==> src/rtl/vga_scan_pkg.sv <==
// Shared raster timing constants and the coordinate type used by the scan
// generator and every block that consumes its h_cnt/v_cnt.
package vga_scan_pkg;

  localparam int unsigned DEF_PIX_DIV   = 4;
  localparam int unsigned DEF_H_VISIBLE = 640;
  localparam int unsigned DEF_H_FP      = 16;
  localparam int unsigned DEF_H_SYNC    = 96;
  localparam int unsigned DEF_H_BP      = 48;
  localparam int unsigned DEF_V_VISIBLE = 480;
  localparam int unsigned DEF_V_FP      = 10;
  localparam int unsigned DEF_V_SYNC    = 2;
  localparam int unsigned DEF_V_BP      = 33;

  localparam int unsigned DEF_H_TOTAL  = DEF_H_VISIBLE + DEF_H_FP + DEF_H_SYNC + DEF_H_BP;
  localparam int unsigned DEF_V_TOTAL  = DEF_V_VISIBLE + DEF_V_FP + DEF_V_SYNC + DEF_V_BP;
  localparam int unsigned DEF_HS_START = DEF_H_VISIBLE + DEF_H_FP;
  localparam int unsigned DEF_HS_END   = DEF_HS_START + DEF_H_SYNC - 1;
  localparam int unsigned DEF_VS_START = DEF_V_VISIBLE + DEF_V_FP;
  localparam int unsigned DEF_VS_END   = DEF_VS_START + DEF_V_SYNC - 1;

  localparam int unsigned COORD_W     = 10;
  localparam int unsigned COORD_RANGE = 1024;

  typedef logic [COORD_W-1:0] coord_t;

  function automatic logic in_window(input coord_t c, input coord_t lo, input coord_t hi);
    return (c >= lo) && (c <= hi);
  endfunction

endpackage

==> src/rtl/vga_scan_gen_pixel_tick_gen.sv <==
// Divides the board clock down to a one-clk pixel enable every PIX_DIV clks;
// with PIX_DIV = 1 the enable is permanently high.
module pixel_tick_gen
  import vga_scan_pkg::*;
#(
  parameter int unsigned PIX_DIV = DEF_PIX_DIV
) (
  input  logic clk,
  input  logic reset,
  output logic p_tick
);

  localparam logic [3:0] DIV_LAST = 4'(PIX_DIV - 1);

  if ((PIX_DIV < 1) || (PIX_DIV > 16)) begin : g_bad_div
    $error("pixel_tick_gen: PIX_DIV must be within 1..16");
  end

  logic [3:0] div_q;
  logic [3:0] div_d;

  // Divider wraps after reaching DIV_LAST
  always_comb begin
    div_d = div_q + 4'd1;
    if (div_q == DIV_LAST) begin
      div_d = 4'd0;
    end else begin
      div_d = div_q + 4'd1;
    end
  end

  always_ff @(posedge clk) begin
    if (reset) begin
      div_q <= 4'd0;
    end else begin
      div_q <= div_d;
    end
  end

  assign p_tick = (div_q == DIV_LAST);

endmodule

==> src/rtl/vga_scan_gen.sv <==
// Raster scan producer: pixel/line counters, registered syncs aligned with the
// counters, and a one-clk frame strobe at the start of vertical blank.
module vga_scan_gen
  import vga_scan_pkg::*;
#(
  parameter int unsigned PIX_DIV   = DEF_PIX_DIV,
  parameter int unsigned H_VISIBLE = DEF_H_VISIBLE,
  parameter int unsigned H_FP      = DEF_H_FP,
  parameter int unsigned H_SYNC    = DEF_H_SYNC,
  parameter int unsigned H_BP      = DEF_H_BP,
  parameter int unsigned V_VISIBLE = DEF_V_VISIBLE,
  parameter int unsigned V_FP      = DEF_V_FP,
  parameter int unsigned V_SYNC    = DEF_V_SYNC,
  parameter int unsigned V_BP      = DEF_V_BP
) (
  input  logic   clk,
  input  logic   reset,
  output logic   p_tick,
  output coord_t h_cnt,
  output coord_t v_cnt,
  output logic   hsync,
  output logic   vsync,
  output logic   video_on,
  output logic   frame
);

  localparam int unsigned H_TOTAL = H_VISIBLE + H_FP + H_SYNC + H_BP;
  localparam int unsigned V_TOTAL = V_VISIBLE + V_FP + V_SYNC + V_BP;

  localparam coord_t H_LAST   = coord_t'(H_TOTAL - 1);
  localparam coord_t V_LAST   = coord_t'(V_TOTAL - 1);
  localparam coord_t H_VIS    = coord_t'(H_VISIBLE);
  localparam coord_t V_VIS    = coord_t'(V_VISIBLE);
  localparam coord_t HS_START = coord_t'(H_VISIBLE + H_FP);
  localparam coord_t HS_END   = coord_t'(H_VISIBLE + H_FP + H_SYNC - 1);
  localparam coord_t VS_START = coord_t'(V_VISIBLE + V_FP);
  localparam coord_t VS_END   = coord_t'(V_VISIBLE + V_FP + V_SYNC - 1);

  if ((H_TOTAL > COORD_RANGE) || (V_TOTAL > COORD_RANGE)) begin : g_bad_width
    $error("vga_scan_gen: H_TOTAL/V_TOTAL exceed the 10-bit coordinate range");
  end

  pixel_tick_gen #(
    .PIX_DIV (PIX_DIV)
  ) u_pixel_tick_gen (
    .clk    (clk),
    .reset  (reset),
    .p_tick (p_tick)
  );

  coord_t h_cnt_q, h_cnt_d;
  coord_t v_cnt_q, v_cnt_d;
  logic   hsync_q, hsync_d;
  logic   vsync_q, vsync_d;
  logic   frame_q, frame_d;

  // Syncs and frame are computed from the next counter values so they land
  // on the same edge as the counters they describe.
  always_comb begin
    h_cnt_d = h_cnt_q;
    v_cnt_d = v_cnt_q;
    if (p_tick) begin
      if (h_cnt_q == H_LAST) begin
        h_cnt_d = 10'd0;
        if (v_cnt_q == V_LAST) begin
          v_cnt_d = 10'd0;
        end else begin
          v_cnt_d = v_cnt_q + 10'd1;
        end
      end else begin
        h_cnt_d = h_cnt_q + 10'd1;
        v_cnt_d = v_cnt_q;
      end
    end else begin
      h_cnt_d = h_cnt_q;
      v_cnt_d = v_cnt_q;
    end
    hsync_d = ~in_window(h_cnt_d, HS_START, HS_END);
    vsync_d = ~in_window(v_cnt_d, VS_START, VS_END);
    frame_d = p_tick & (h_cnt_d == 10'd0) & (v_cnt_d == V_VIS);
  end

  always_ff @(posedge clk) begin
    if (reset) begin
      h_cnt_q <= 10'd0;
      v_cnt_q <= 10'd0;
      hsync_q <= 1'b1;
      vsync_q <= 1'b1;
      frame_q <= 1'b0;
    end else begin
      h_cnt_q <= h_cnt_d;
      v_cnt_q <= v_cnt_d;
      hsync_q <= hsync_d;
      vsync_q <= vsync_d;
      frame_q <= frame_d;
    end
  end

  assign h_cnt    = h_cnt_q;
  assign v_cnt    = v_cnt_q;
  assign hsync    = hsync_q;
  assign vsync    = vsync_q;
  assign frame    = frame_q;
  assign video_on = (h_cnt_q < H_VIS) & (v_cnt_q < V_VIS);

endmodule

==> config.mk <==
export PLATFORM = sky130hd
export DESIGN_NAME = vga_scan_gen
export DESIGN_NICKNAME = d
export VERILOG_FILES = /design/src/rtl/vga_scan_pkg.sv /design/src/rtl/vga_scan_gen_pixel_tick_gen.sv /design/src/rtl/vga_scan_gen.sv
export SDC_FILE = /design/constraint.sdc
export NUM_CORES = 1
export LEC_CHECK = 0
export ABC_CLOCK_PERIOD_IN_PS = 2900
export BUFFER_PORTS_ARGS = -buffer_cell sky130_fd_sc_hd__buf_2
export CAP_MARGIN = 0
export CORE_MARGIN = 1.5
export CORE_UTILIZATION = 40
export CTS_CLUSTER_DIAMETER = 60
export CTS_CLUSTER_SIZE = 20
export DETAILED_ROUTE_END_ITERATION = 16
export PLACE_DENSITY = 0.66
export SETUP_SLACK_MARGIN = 0.4
export SYNTH_ARGS = -nofsm -noshare
export SYNTH_HDL_FRONTEND = slang
export SYNTH_SLANG_ARGS = --single-unit
==> constraint.sdc <==
create_clock -name clk -period 2.9 [get_ports clk]
set_clock_uncertainty 0.15 [all_clocks]
set_input_delay 0.29 -clock clk [delete_from_list [all_inputs] [get_ports clk]]
set_output_delay 0.29 -clock clk [all_outputs]
set_load 0.02 [all_outputs]
==> results of run 1 <==
-- routing by layer --
layer | up-vias | share of wire [%] | routed length [um]
met5 | - | 0 | 0
met4 | 0 | 1.4 | 55
met2 | 23 | 48 | 1946
met1 | 735 | 48 | 1949
li1 | 796 | - | -
met3 | 6 | 2.9 | 116
-- flip-flops by register name, summed over array words and instances (netlist names) --
signal / cells
u_pixel_tick_gen.div_q: 4
h_cnt: 10
v_cnt: 10
hsync: 1
frame: 1
vsync: 1
-- what timing repair did --
action                                  CTS  global route
gates cloned                              1             0
setup buffers                             4             5
endpoints found under the setup margin    2             2
endpoints found under the hold margin     0             0
pin swaps                                 1             0
resized for setup                         2             6
-- area by class of cell --
| type | count | area [um2] |
|---|---|---|
| timing repair buffer | 45 | 272.8 |
| clock buffer | 4 | 45.04 |
| tap | 48 | 60.06 |
| fill | 356 | 1757 |
| inverter | 7 | 38.79 |
| sequential | 27 | 545.5 |
| multi-input combinational | 151 | 1052 |
-- synthesized netlist by cell type (2+ instances only) --
cell	count	area (um2)
buf_6	2	22.52
xor2_1	8	70.07
nor3_1	14	70.07
nand2_1	15	56.30
dfxtp_1	27	540.5
nand4_1	7	43.79
xnor2_1	8	70.07
a211oi_1	2	15.01
inv_1	6	22.52
nand3_1	12	60.06
ha_1	4	50.05
nor4_1	2	12.51
buf_2	4	20.02
mux2i_1	3	30.03
nand2b_1	2	12.51
and4_1	2	17.52
and3_1	3	18.77
nor2b_1	2	12.51
nor2_1	16	60.06
and2_1	3	18.77
a21oi_1	9	45.04
a31oi_1	5	31.28
nor3b_1	2	15.01
clkbuf_1	6	22.52
o21ai_0	6	30.03
o211a_1	2	20.02
-- cell families after synthesis --
group | share of synthesized area [%]
and+or+nand+nor | 30.41
AOI/OAI and AO/OA | 16.17
DFF | 33.26
buffers and inverters | 6.620
xor gates and xnor gates | 8.622
adders and majority gates | 3.079
muxes | 1.848
-- worst min-delay path by stage --
stage	from	endpoint	slack, ps	cells after the start
floorplan	u_pixel_tick_gen.div_q[0]	u_pixel_tick_gen.div_q[0]	280	1
global placement	u_pixel_tick_gen.div_q[0]	u_pixel_tick_gen.div_q[0]	290	1
detailed placement	u_pixel_tick_gen.div_q[0]	u_pixel_tick_gen.div_q[0]	300	1
CTS	reset	v_cnt[7]	310	2
global route	reset	v_cnt[0]	320	2
finish	reset	h_cnt[4]	310	2
-- report_power, final --
group / switching (mW) / internal [mW] / total, mW
Sequential: 0.00531 / 0.376 / 0.382
Combinational: 0.0218 / 0.0195 / 0.0413
Clock: 0.115 / 0.0984 / 0.213
==> flow_metrics.env, run 1 <==
export IMPL_cp_cell_sequence="ha_4 > or3b_4 > clkinv_8 > and4_4 > buf_4 > nand3_2 > mux2i_1 > or4_4 > a2111oi_4"
export IMPL_cp_slowest_cell="or4_4"
export IMPL_endpoint="frame"
export IMPL_placed_cell_area_um2=1866
export IMPL_tightest_slew_ps=515.0
export IMPL_p_leak_nw=0.8169
export IMPL_hpwl_um=2710
export IMPL_cpPeakStageDelay_ps=440
export IMPL_antenna_found_initial=0
export IMPL_syn_instance_count=197
export IMPL_clock_path_buffers=2
export IMPL_ys_ff_latch=27
export IMPL_dp_cells=268
export IMPL_slew_violations=0
export IMPL_hp_class="input pin to flip-flop"
export IMPL_powerDensity_nw_per_um2=315.8
export IMPL_fin_ws_ps=421.7
export IMPL_fmax_mhz=403.5
export IMPL_peakVddDrop_mv=0.1538
export IMPL_final_cell_mix="buf_2, dfxtp_1, buf_4"
export IMPL_die_x_um=66.75
export IMPL_use_met3_pct=2.703
export IMPL_yosysWarnings=0
export IMPL_mostFrequentLayoutCell="buf_2"
export IMPL_clk_pin_slew_worst_paths_ps=90
export IMPL_ioPinCount=27
export IMPL_synth_area_um2=1625
export IMPL_maxCapViolCount=0
export IMPL_yosysSeqAreaShare_pct=33.26
export IMPL_port_buffers=26
export IMPL_layout_cells_non_filler=282
export IMPL_outcome="complete, no violations"
export IMPL_critical_path_arrival_ps=2510
export IMPL_root_buffer="clkbuf_8"
export IMPL_die_area_um2=4455
export IMPL_synth_edf_count=0
export IMPL_num_vias=1560
export IMPL_total_power_mw=0.6361
export IMPL_met1_usage_pct=25.88
export IMPL_grt_remaining_overflow=0
export IMPL_dr_pass1_iters=4
export IMPL_cts_hold_buffers=0
export IMPL_clock_sinks=27
export IMPL_reg2reg_to="frame"
export IMPL_syn_area_per_cell_um2=8.250
export IMPL_wirelength_um=4068
export IMPL_synth_cell_types=51
export IMPL_synth_async_reset_ratio_pct=0
export IMPL_grt_pass1_vias=1381
export IMPL_syn_to_final_growth_pct=23.94
export IMPL_clock_latency_ps=270
export IMPL_drtIter0Drc=82
export IMPL_synth_main_ff_cell="dfxtp_1"
export IMPL_path_class="flip-flop to flip-flop"
export IMPL_die_h_um=66.75
export IMPL_start_util_pct=43.10
export IMPL_crit_path_start="u_pixel_tick_gen.div_q[1]"
export IMPL_finalSetupTns_ps=0
export IMPL_cts_made_buffers=3
export IMPL_worst_hold_slack_ps=307.5
export IMPL_cp_max_fo=7
export IMPL_grt_use_met2_pct=31.50
export IMPL_reg2reg_from="u_pixel_tick_gen.div_q[1]"
export IMPL_critical_path_buf_inv_count=2
export IMPL_n_antenna_cell=0
export IMPL_busiest_layer="met2"
export IMPL_ff2ff_setup_slack_ps=420
export IMPL_num_rows=22
export IMPL_grt_max_degree=26
export IMPL_routed_via_density=5.532
export IMPL_relSlewSlack_pct=65.30
export IMPL_critPathTopFamily="simple AND/OR/NAND/NOR gates"
export IMPL_nets=241
export IMPL_wl_per_cell_um=14.43
export IMPL_drive_above_1_share_pct=29.06
export IMPL_r2r_cells=9
export IMPL_place_congestion=0.8520
export IMPL_worst_setup_path_start_kind="flip-flop"
export IMPL_grt_pass1_wl_um=6617
export IMPL_fin_util_pct=53.42
export IMPL_cts_tree="done"
export IMPL_grt_use_total_pct=19.36
export IMPL_htreeDepth=1
export IMPL_design_area_um2=2014
export IMPL_report_final_hold_viol_count=0
export IMPL_path_depth=9
export IMPL_rsz0062_at_grt="yes"
export IMPL_fin_crit_sh_pct=85.46
export IMPL_place_ws_ps=221.8
export IMPL_core_area_um2=3771
export IMPL_fin_crit_ps=2478
export IMPL_crit_path_end_kind="flip-flop"
export IMPL_antenna_left=0
export IMPL_required_ps=2930
export IMPL_setup_viol=0
export IMPL_post_route_drc_count=0
export IMPL_syn_num_nets=203
Note: power is estimated with default switching activity, not from simulation.
==> run 2: changes to the inputs <==
--- a/config.mk
+++ b/config.mk
@@ -14,6 +14,7 @@
 export CTS_CLUSTER_SIZE = 20
 export DETAILED_ROUTE_END_ITERATION = 16
 export PLACE_DENSITY = 0.66
+export RECOVER_POWER = 100
 export SETUP_SLACK_MARGIN = 0.4
 export SYNTH_ARGS = -nofsm -noshare
 export SYNTH_HDL_FRONTEND = slang
==> run 2 against run 1 <==
Critical path depth is 1 lower. Sequential cell count stayed put. Global-route usage stayed put. Worst hold slack worse by 2.3 ps. Via count hardly changed. Count of clock-buffer cells in the layout stayed put. Highest routed layer unchanged. Wire length is 0.37% lower. Sequential power hardly changed. Worst setup slack worse by 130 ps. Largest cell class unchanged.
==> flow_metrics.env, run 2 (same netlist as run 1, synthesis figures left out) <==
export IMPL_grt_max_degree=26
export IMPL_drtIter0Drc=111
export IMPL_fin_crit_ps=2609
export IMPL_port_buffers=26
export IMPL_grt_remaining_overflow=0
export IMPL_antenna_left=0
export IMPL_path_class="flip-flop to flip-flop"
export IMPL_die_area_um2=4455
export IMPL_total_power_mw=0.6329
export IMPL_cp_slowest_cell="or4_4"
export IMPL_core_area_um2=3771
export IMPL_critical_path_arrival_ps=2630
export IMPL_htreeDepth=1
export IMPL_wirelength_um=4053
export IMPL_cpPeakStageDelay_ps=560
export IMPL_report_final_hold_viol_count=0
export IMPL_cp_common_cell="a2111oi_4"
export IMPL_grt_pass1_wl_um=6617
export IMPL_clock_latency_ps=270
export IMPL_fmax_mhz=383.3
export IMPL_cp_cell_sequence="ha_4 > or3b_1 > clkinv_8 > and4_1 > a2111oi_4 > a31oi_1 > or4_4 > a2111oi_4"
export IMPL_maxCapViolCount=0
export IMPL_tightest_slew_ps=543.5
export IMPL_crit_path_end_kind="flip-flop"
export IMPL_die_h_um=66.75
export IMPL_outcome="complete, no violations"
export IMPL_drive_above_1_share_pct=13.25
export IMPL_antenna_found_initial=0
export IMPL_num_vias=1561
export IMPL_rsz0062_at_grt="yes"
export IMPL_grt_pass1_vias=1381
export IMPL_ioPinCount=27
export IMPL_slew_violations=0
export IMPL_grt_use_total_pct=19.36
export IMPL_clock_sinks=27
export IMPL_powerDensity_nw_per_um2=327.2
export IMPL_start_util_pct=43.10
export IMPL_peakVddDrop_mv=0.1533
export IMPL_cts_tree="done"
export IMPL_cts_made_buffers=3
export IMPL_n_fill_cell=382
export IMPL_dr_pass1_iters=5
export IMPL_fin_crit_sh_pct=89.96
export IMPL_worst_setup_path_start_kind="flip-flop"
export IMPL_layout_cells_non_filler=282
export IMPL_relSlewSlack_pct=63.77
export IMPL_wl_per_cell_um=14.37
export IMPL_clk_pin_slew_worst_paths_ps=90
export IMPL_root_buffer="clkbuf_8"
export IMPL_num_rows=22
export IMPL_hp_class="input pin to flip-flop"
export IMPL_nets=241
export IMPL_finalSetupTns_ps=0
export IMPL_post_route_drc_count=0
export IMPL_clock_path_buffers=2
export IMPL_required_ps=2930
export IMPL_cts_hold_buffers=0
export IMPL_setup_viol=0
export IMPL_dp_cells=268
export IMPL_routed_via_density=5.535
export IMPL_syn_to_final_growth_pct=19.01
export IMPL_place_congestion=0.8520
export IMPL_final_cell_mix="clkbuf_1, dfxtp_1, nor2_1"
export IMPL_cp_max_fo=7
export IMPL_hpwl_um=2710
export IMPL_die_x_um=66.75
export IMPL_mostFrequentLayoutCell="clkbuf_1"
export IMPL_p_leak_nw=0.6969
export IMPL_n_antenna_cell=0
-- run 2: cell count changes in the layout (fill, tap and decap cells not counted), sizes merged --
cell and change:
buf -31, clkbuf +31
-- run 2: metal layers --
| layer | vias up | GRT usage, % | share of wire, % |
|---|---|---|---|
| met3 | 6 | 2.703 | 3.2 |
| met4 | 0 | 7.143 | 1.4 |
| li1 | 800 | - | - |
| met1 | 726 | 25.88 | 48 |
| met5 | - | 0 | 0 |
| met2 | 29 | 31.50 | 48 |
-- run 2: final timing paths --
path | from | to | slack (ps) | depth (start not counted)
max | u_pixel_tick_gen.div_q[1] | frame | 290 | 8
min reg2reg | h_cnt[1] | h_cnt[1] | 340 | 2
min | reset | h_cnt[4] | 310 | 2
max reg2reg | u_pixel_tick_gen.div_q[1] | frame | 290 | 8
-- run 2: power breakdown --
group	total (mW)	switching [mW]	internal, mW
sequential	0.381	0.00534	0.375
clock	0.213	0.115	0.0984
combinational	0.0389	0.0216	0.0173
-- run 2: area by class of cell --
type | count | area, um2 | area share [%]
inverters | 7 | 38.79 | 2.005
clock buffers | 4 | 45.04 | 2.329
multi-input cells | 151 | 1032 | 53.36
repair buffers | 45 | 216.5 | 11.19
flip-flops and latches | 27 | 541.8 | 28.01
well taps | 48 | 60.06 | 3.105
-- run 2: through the flow --
stage | area (um2) | setup WS [ps] | utilization [%] | hold WS (ps)
floorplan | 1675 | 412.8 | - | 275.6
global placement | 1866 | 265.5 | 49.47 | 286.6
detailed placement | 1866 | 221.8 | 49.47 | 302.0
CTS | 1954 | 406.8 | 51.82 | 307.2
global route | 1934 | 194.9 | 51.29 | 324.3
finish | 1934 | 291.1 | 51.29 | 305.2
-- run 2: worst max-delay path: cells and delay by family, from the launching register on --
| kind | cells | cell delay (ps) |
|---|---|---|
| and+or+nand+nor | 3 | 1120 |
| AOI/OAI and AO/OA | 3 | 640 |
| buffers and inverters | 1 | 90 |
| adders and majority gates | 1 | 170 |
| DFF | 1 | 340 |
-- run 2: repair_timing --
item                                    in CTS  in global routing
cloned                                       1                  0
buffers inserted                             4                  5
endpoints found under the setup margin       2                  2
pin swaps                                    1                  0
gates resized for setup                      2                  6
==> run 3: changes to the inputs <==
--- a/config.mk
+++ b/config.mk
@@ -8,12 +8,13 @@
 export ABC_CLOCK_PERIOD_IN_PS = 2900
 export BUFFER_PORTS_ARGS = -buffer_cell sky130_fd_sc_hd__buf_2
 export CAP_MARGIN = 0
-export CORE_MARGIN = 1.5
-export CORE_UTILIZATION = 40
+export CELL_PAD_IN_SITES_DETAIL_PLACEMENT = 1
+export CELL_PAD_IN_SITES_GLOBAL_PLACEMENT = 1
+export CORE_UTILIZATION = 37
 export CTS_CLUSTER_DIAMETER = 60
 export CTS_CLUSTER_SIZE = 20
 export DETAILED_ROUTE_END_ITERATION = 16
-export PLACE_DENSITY = 0.66
+export PLACE_DENSITY = 0.79
 export RECOVER_POWER = 100
 export SETUP_SLACK_MARGIN = 0.4
 export SYNTH_ARGS = -nofsm -noshare
==> run 3 against run 2 <==
Count of clock-buffer cells in the layout unchanged. Largest power group unchanged. Worst setup slack got worse by 36 ps. Via count is 1.5% higher. Utilization shrank 5.0 points. Sequential power barely moved. Critical endpoint unchanged. Maximum frequency fell by 1.4%. Worst hold slack improved by 2.6 ps.
==> flow_metrics.env, run 3 (same netlist as run 1, synthesis figures left out) <==
export IMPL_outcome="complete, no violations"
export IMPL_hp_class="input pin to flip-flop"
export IMPL_slew_violations=0
export IMPL_crit_path_end_kind="flip-flop"
export IMPL_die_h_um=68.28
export IMPL_place_ws_ps=186.5
export IMPL_grt_use_total_pct=22.23
export IMPL_antenna_left=0
export IMPL_cts_hold_buffers=0
export IMPL_powerDensity_nw_per_um2=329.6
export IMPL_seqCellArea_um2=546.8
export IMPL_cp_max_fo=6
export IMPL_finalSetupTns_ps=0
export IMPL_clock_sinks=27
export IMPL_rsz0062_at_grt="yes"
export IMPL_drtIter0Drc=108
export IMPL_n_fill_cell=532
export IMPL_layout_cells_non_filler=283
export IMPL_die_x_um=68.28
export IMPL_dp_cells=270
export IMPL_clock_path_buffers=2
export IMPL_r2r_cells=9
export IMPL_mostFrequentLayoutCell="clkbuf_1"
export IMPL_ff2ff_setup_slack_ps=260
export IMPL_peakVddDrop_mv=0.1531
export IMPL_wirelength_um=4830
export IMPL_num_vias=1584
export IMPL_ioPinCount=27
export IMPL_start_util_pct=39.50
export IMPL_clock_latency_ps=270
export IMPL_dr_pass1_iters=2
export IMPL_final_cell_mix="clkbuf_1, dfxtp_1, nor2_1, nand2_1, nor3_1"
export IMPL_clk_pin_slew_worst_paths_ps=90
export IMPL_relSlewSlack_pct=58.65
export IMPL_fin_crit_sh_pct=91.20
export IMPL_multi_input_area_um2=1011
export IMPL_num_rows=23
export IMPL_nets=240
export IMPL_drive_above_1_share_pct=12.88
export IMPL_grt_remaining_overflow=0
export IMPL_reg2reg_to="frame"
export IMPL_fin_crit_ps=2645
export IMPL_hpwl_um=3270
export IMPL_worstHoldPathCells=2
export IMPL_tightest_slew_ps=613.8
export IMPL_p_leak_nw=0.6741
export IMPL_routed_via_density=5.597
export IMPL_antenna_found_initial=0
export IMPL_grt_max_degree=26
export IMPL_syn_to_final_growth_pct=17.09
export IMPL_root_buffer="clkbuf_8"
export IMPL_fin_util_pct=46.25
export IMPL_worst_setup_path_start_kind="flip-flop"
export IMPL_htreeDepth=1
export IMPL_grt_pass1_wl_um=7672
export IMPL_post_route_drc_count=0
export IMPL_reg2reg_from="u_pixel_tick_gen.div_q[1]"
export IMPL_report_final_hold_viol_count=0
export IMPL_cts_made_buffers=3
export IMPL_maxCapViolCount=0
export IMPL_fin_ws_ps=255.2
export IMPL_path_class="flip-flop to flip-flop"
export IMPL_required_ps=2920
export IMPL_fmax_mhz=378.1
export IMPL_core_area_um2=4115
export IMPL_n_antenna_cell=0
export IMPL_wl_per_cell_um=17.07
export IMPL_die_area_um2=4661
export IMPL_grt_pass1_vias=1577
export IMPL_critical_path_arrival_ps=2670
export IMPL_hold_end="h_cnt[4]"
export IMPL_place_congestion=0.8197
export IMPL_setup_viol=0
export IMPL_cts_tree="done"
export IMPL_port_buffers=26
export IMPL_worst_hold_slack_ps=307.8
export IMPL_hp_start="reset"
[run 3: worst max path at each step]
| stage | startpoint | end | slack, ps | depth (start not counted) |
|---|---|---|---|---|
| final | u_pixel_tick_gen.div_q[1] | frame | 260 | 9 |
| after global routing | v_cnt[0] | frame | 130 | 8 |
| after CTS | u_pixel_tick_gen.div_q[1] | frame | 310 | 9 |
| after detailed placement | u_pixel_tick_gen.div_q[0] | frame | 190 | 8 |
| after global placement | u_pixel_tick_gen.div_q[1] | frame | 300 | 8 |
| after floorplan | u_pixel_tick_gen.div_q[1] | frame | 410 | 10 |
[run 3: layout make-up]
type                            count  share of cell area, %
Inverter                            7                  1.446
Tap cell                           50                  3.287
Timing Repair Buffer               45                  11.05
Multi-Input combinational cell    150                  53.12
Clock buffer                        4                  2.367
Sequential cell                    27                  28.73
[run 3: what timing repair did]
action | in CTS | in global routing
resized for setup | 4 | 6
gates cloned | 0 | 0
setup buffers | 5 | 4
endpoints found under the setup margin | 2 | 3
pin swaps | 1 | 2
[run 3: routing by layer]
layer  track usage (%)  vias to the layer above  routed length [um]
met5                 0                        -                   0
met4             5.469                        0                  41
met3             2.667                        5                  92
li1                  -                      790                   -
met2             39.71                       19                2438
met1             27.94                      770                2258
[run 3: power breakdown]
group / switching, mW / internal [mW] / leakage, nW
sequential: 0.00393 / 0.376 / 0.220
combinational: 0.0200 / 0.0134 / 0.432
clock: 0.116 / 0.0984 / 0.0228
total: 0.140 / 0.487 / 0.674
[run 3: metrics by stage]
stage               total power [mW]  area, um2
finish                        0.6273       1903
global route                  0.6501       1903
CTS                           0.6388       1971
detailed placement            0.4228       1868
global placement              0.4214       1868
floorplan                     0.4147       1675
[run 3: worst max-delay path: stages, from the launching register on]
cell	delay, ps
dfxtp_2	330
ha_1	210
or3b_4	240
clkinvlp_2	130
and4_4	220
clkbuf_1	160
a2111oi_4	350
a31oi_1	80
or4_4	470
a2111oi_4	210
